$ cat config.mk
export PLATFORM = sky130hd
export DESIGN_NAME = tdm_demux_1_to_8
export DESIGN_NICKNAME = d
export VERILOG_FILES = /design/src/rtl/tdm_pkg.sv /design/src/rtl/tdm_ch_shift.sv /design/src/rtl/tdm_demux_1_to_8.sv
export SDC_FILE = /design/constraint.sdc
export NUM_CORES = 1
export LEC_CHECK = 0
export CORE_UTILIZATION = 60
export DETAILED_ROUTE_END_ITERATION = 8
export HOLD_SLACK_MARGIN = 0.08
export PLACE_DENSITY = 0.86
export SLEW_MARGIN = 0
export SYNTH_ARGS = -nofsm -noshare
export SYNTH_HDL_FRONTEND = slang
export SYNTH_HIERARCHICAL = 1
export SYNTH_SLANG_ARGS = --single-unit
$ cat constraint.sdc
create_clock -name clk -period 5.9 [get_ports clk]
set_input_delay 0.59 -clock clk [delete_from_list [all_inputs] [get_ports clk]]
set_output_delay 0.59 -clock clk [all_outputs]
set_load 0.05 [all_outputs]
$ cat src/rtl/tdm_pkg.sv
// tdm_pkg: shared constants and FSM state type for the TDM receive demultiplexer.
package tdm_pkg;
    localparam int NUM_CH = 8;
    localparam int SLOT_W = 3;
    typedef enum logic {HUNT, LOCKED} state_t;
endpackage

$ cat src/rtl/tdm_ch_shift.sv
// tdm_ch_shift: one channel's MSB-first word assembler, shifting din in on each enabled beat.
module tdm_ch_shift #(
    parameter int WORD_W = 8
) (
    input  logic              clk,
    input  logic              rst,
    input  logic              i_en,
    input  logic              i_din,
    output logic [WORD_W-1:0] o_word
);
    logic [WORD_W-1:0] r_word;
    always_ff @(posedge clk or posedge rst)
        if (rst) r_word <= '0;
        else if (i_en) r_word <= {r_word[WORD_W-2:0], i_din};
    assign o_word = r_word;
endmodule

$ cat src/rtl/tdm_demux_1_to_8.sv
// tdm_demux_1_to_8: bit-interleaved 8-channel TDM deserialiser with frame-sync tracking.
// Presents all channel words in parallel once per superframe of WORD_W frames.
import tdm_pkg::*;
module tdm_demux_1_to_8 #(
    parameter int WORD_W = 8
) (
    input  logic                     clk,
    input  logic                     rst,
    input  logic                     din,
    input  logic                     din_valid,
    input  logic                     frame_sync,
    output logic [NUM_CH*WORD_W-1:0] ch_data,
    output logic                     out_valid,
    output logic                     locked,
    output logic                     sync_err
);
    localparam int FR_W = $clog2(WORD_W);
    state_t                   r_state;
    logic [SLOT_W-1:0]        r_slot;
    logic [FR_W-1:0]          r_frame;
    logic [NUM_CH*WORD_W-1:0] r_ch_data;
    logic                     r_out_valid, r_locked, r_sync_err;
    logic [WORD_W-1:0]        w_word [NUM_CH];
    logic [NUM_CH*WORD_W-1:0] w_latch;
    logic                     w_miss, w_early, w_cap, w_wrap, w_last;
    logic [SLOT_W-1:0]        w_dst;
    always_comb begin
        w_miss  = din_valid && r_state == LOCKED && r_slot == '0 && !frame_sync;
        w_early = din_valid && r_state == LOCKED && r_slot != '0 && frame_sync;
        w_cap   = din_valid && (r_state == LOCKED ? !w_miss : frame_sync);
        w_dst   = frame_sync ? '0 : r_slot;
        w_wrap  = r_slot == SLOT_W'(NUM_CH - 1);
        w_last  = w_cap && r_state == LOCKED && !w_early && w_wrap && r_frame == FR_W'(WORD_W - 1);
    end
    for (genvar k = 0; k < NUM_CH; k++) begin : g_ch
        tdm_ch_shift #(.WORD_W(WORD_W)) u_shift (
            .clk   (clk),
            .rst   (rst),
            .i_en  (w_cap && w_dst == SLOT_W'(k)),
            .i_din (din),
            .o_word(w_word[k])
        );
        // the last channel is still shifting on the final beat, so latch its next value
        assign w_latch[k*WORD_W +: WORD_W] = (k == NUM_CH - 1) ? {w_word[k][WORD_W-2:0], din} : w_word[k];
    end
    always_ff @(posedge clk or posedge rst) begin
        if (rst) begin
            r_state     <= HUNT;
            r_slot      <= '0;
            r_frame     <= '0;
            r_ch_data   <= '0;
            r_out_valid <= 1'b0;
            r_locked    <= 1'b0;
            r_sync_err  <= 1'b0;
        end else begin
            r_out_valid <= 1'b0;
            r_sync_err  <= w_miss || w_early;
            if (w_miss) begin
                r_state  <= HUNT;
                r_locked <= 1'b0;
                r_slot   <= '0;
                r_frame  <= '0;
            end else if (w_cap && (r_state == HUNT || w_early)) begin
                r_state  <= LOCKED;
                r_locked <= 1'b1;
                r_slot   <= SLOT_W'(1);
                r_frame  <= '0;
            end else if (w_cap) begin
                r_slot <= r_slot + 1'b1;
                if (w_wrap) r_frame <= (r_frame == FR_W'(WORD_W - 1)) ? '0 : r_frame + 1'b1;
                if (w_last) begin
                    r_ch_data   <= w_latch;
                    r_out_valid <= 1'b1;
                end
            end
        end
    end
    assign ch_data   = r_ch_data;
    assign out_valid = r_out_valid;
    assign locked    = r_locked;
    assign sync_err  = r_sync_err;
endmodule

==> metrics.csv <==
metric,value,unit
clock_latency,0.53,ns
tightest_slew,1.28,ns
crit_chain,inv_1 > ha_1 > nor2b_1 > o21a_4 > or3_4 > mux2_2,
layout_common_cells,"dfrtp_1 (136), mux2_4 (112), clkdlybuf4s50_1 (71)",
stdcell_area,7130,sq um
maxCapViolCount,0,
die-area,10100,sq um
min_path_type,flip-flop to flip-flop,
max_freq,330,MHz
critPathCaptureType,flip-flop,
final_common_cell,dfrtp_1,
port_buffers,71,
grtUsageMet1,0.323,
setup_viol,0,
timing.rr.end,ch_data[24]$_DFFE_PP0P_,
io_pins,72,
final_util,0.764,
core-area,9330,sq um
clock_sinks,136,
synthesis.nets,356,
met3_usage,0.0472,
crit_path_top_delay_cell,or3_4,
cts_buffers,17,
antenna_found_initial,0,
worstReg2RegStart,r_slot[1]$_DFFE_PP0P_,
busiest_layer,met2,
area_delta_synth_final,22.2,%
syn_area_per_cell,16.9,sq um
hold_violations,0,
post_cts_resized,0,
dp_hpwl,6590,microns
vias_per_cell,5.45,
nFillCells,543,
crit_path_max_fanout,65,
clock_path_buffers,2,
place_congestion,0.852,
cts_max_level,4,
syn_inst,346,
worstPathArrival,3.43,ns
pwr-share-seq,0.450,
power.leakage,3.56,nW
status,"complete, no violations",
rsz0062_at_grt,false,
clockRootBuffer,clkbuf_8,
cp.required,6.30,ns
yosysWarnings,6,
nets,431,
synth.cell_area,5840,sq um
internal-power,1.81,mW
multi_input_area,2210,sq um
row_count,35,
fin_skew,0.00903,ns
grt.met2_usage,0.395,
powerDensity,349,nW/um^2
antenna_left,0,
swShare,0.273,
holdBufCountCts,0,
routed_wl,11200,microns
wire_per_inst,19.9,microns
start_kind,flip-flop,
crit_start,r_slot[1]$_DFFE_PP0P_,
grt_pass1_vias,3319,
ir_worst_vdd,0.346,mV
grt_overflow,0,
slowest_delay,0.89,ns
rr_worst_depth,6,
grt_usage,0.244,
setup_tns,0,ns
r2r_slack,2.87,ns
worstSetupPathType,flip-flop to flip-flop,
drt_iter0_drc,115,
comb_power_share,0.139,
holdWs,0.507,ns
start_util,0.626,
regArea,3400,sq um
drtPass1Iterations,4,
cp-endpoint,ch_data[24]$_DFFE_PP0P_,
period_share,0.513,
relSlewSlack,0.138,
grt_max_degree,66,
die-height,101,microns
grt_pass1_wl,18400,microns
vias,3068,
p_sw,0.679,mW
antenna_cells,0,
die_width,101,microns
drc_errors,0,
period_needed,3.03,ns
cts_tree,built,
cts_setup_buffers,0,
placed_area,6560,sq um
report.final.slew_viol_count,0,
clkSlewWorstSetupHoldPaths,0.06,ns
drive_gt1_frac,0.385,
clkPwrFrac,0.411,
## worst min-delay path by stage
stage,start,endpoint,depth (start not counted)
finish,ch_data[19]$_DFFE_PP0P_,ch_data[19]$_DFFE_PP0P_,1
global route,ch_data[44]$_DFFE_PP0P_,ch_data[44]$_DFFE_PP0P_,1
CTS,ch_data[17]$_DFFE_PP0P_,ch_data[17]$_DFFE_PP0P_,1
detailed placement,g_ch[0].u_shift/o_word[7]$_DFFE_PP0P_,ch_data[7]$_DFFE_PP0P_,1
global placement,r_frame[2]$_DFFE_PP0P_,r_frame[2]$_DFFE_PP0P_,1
floorplan,rst,g_ch[7].u_shift/o_word[0]$_DFFE_PP0P_,1
## registers in the layout (all words and copies together) (netlist names)
name                 flops
ch_data                 64
g_ch.u_shift/o_word     63
locked                   1
out_valid                1
r_frame                  3
r_slot                   3
sync_err                 1
## layer usage
metal,up-vias,share of wire
met5,-,0
met4,0,0.023
met3,23,0.031
met2,83,0.51
met1,1606,0.44
li1,1356,-
## stage by stage
step / setup slack (ns) / cells / power, mW
after floorplan: 3.46 / 346 / 1.39
after global placement: 2.85 / 531 / 1.44
after detailed placement: 2.77 / 531 / 1.46
after CTS: 2.89 / 563 / 2.50
after global routing: 2.69 / 563 / 2.58
final: 2.87 / 563 / 2.49
## power by group through the flow
stage,Clock [mW],Sequential [mW],Combinational (mW)
final,1.02,1.12,0.346
after global routing,1.08,1.13,0.371
after CTS,1.04,1.12,0.346
after detailed placement,0,1.13,0.334
after global placement,0,1.12,0.320
after floorplan,0,1.11,0.280
## layout make-up
| class | count | area share |
|---|---|---|
| Sequential cell | 136 | 0.477 |
| Multi-Input combinational cell | 178 | 0.310 |
| Timing Repair Buffer | 74 | 0.103 |
| Clock buffer | 19 | 0.0591 |
| Tap cell | 129 | 0.0226 |
| Clock inverter | 13 | 0.0207 |
| Inverter | 14 | 0.00737 |
## worst max-delay path: cells and delay by family, from the launching register on
kind	cells	cell delay (ns)
flops	1	0.47
compound gates	1	0.24
mux	1	0.43
buf+inv	1	0.18
fa+ha+maj	1	0.19
simple gates	2	1.33
No activity file was read; power rests on OpenSTA's default activity.
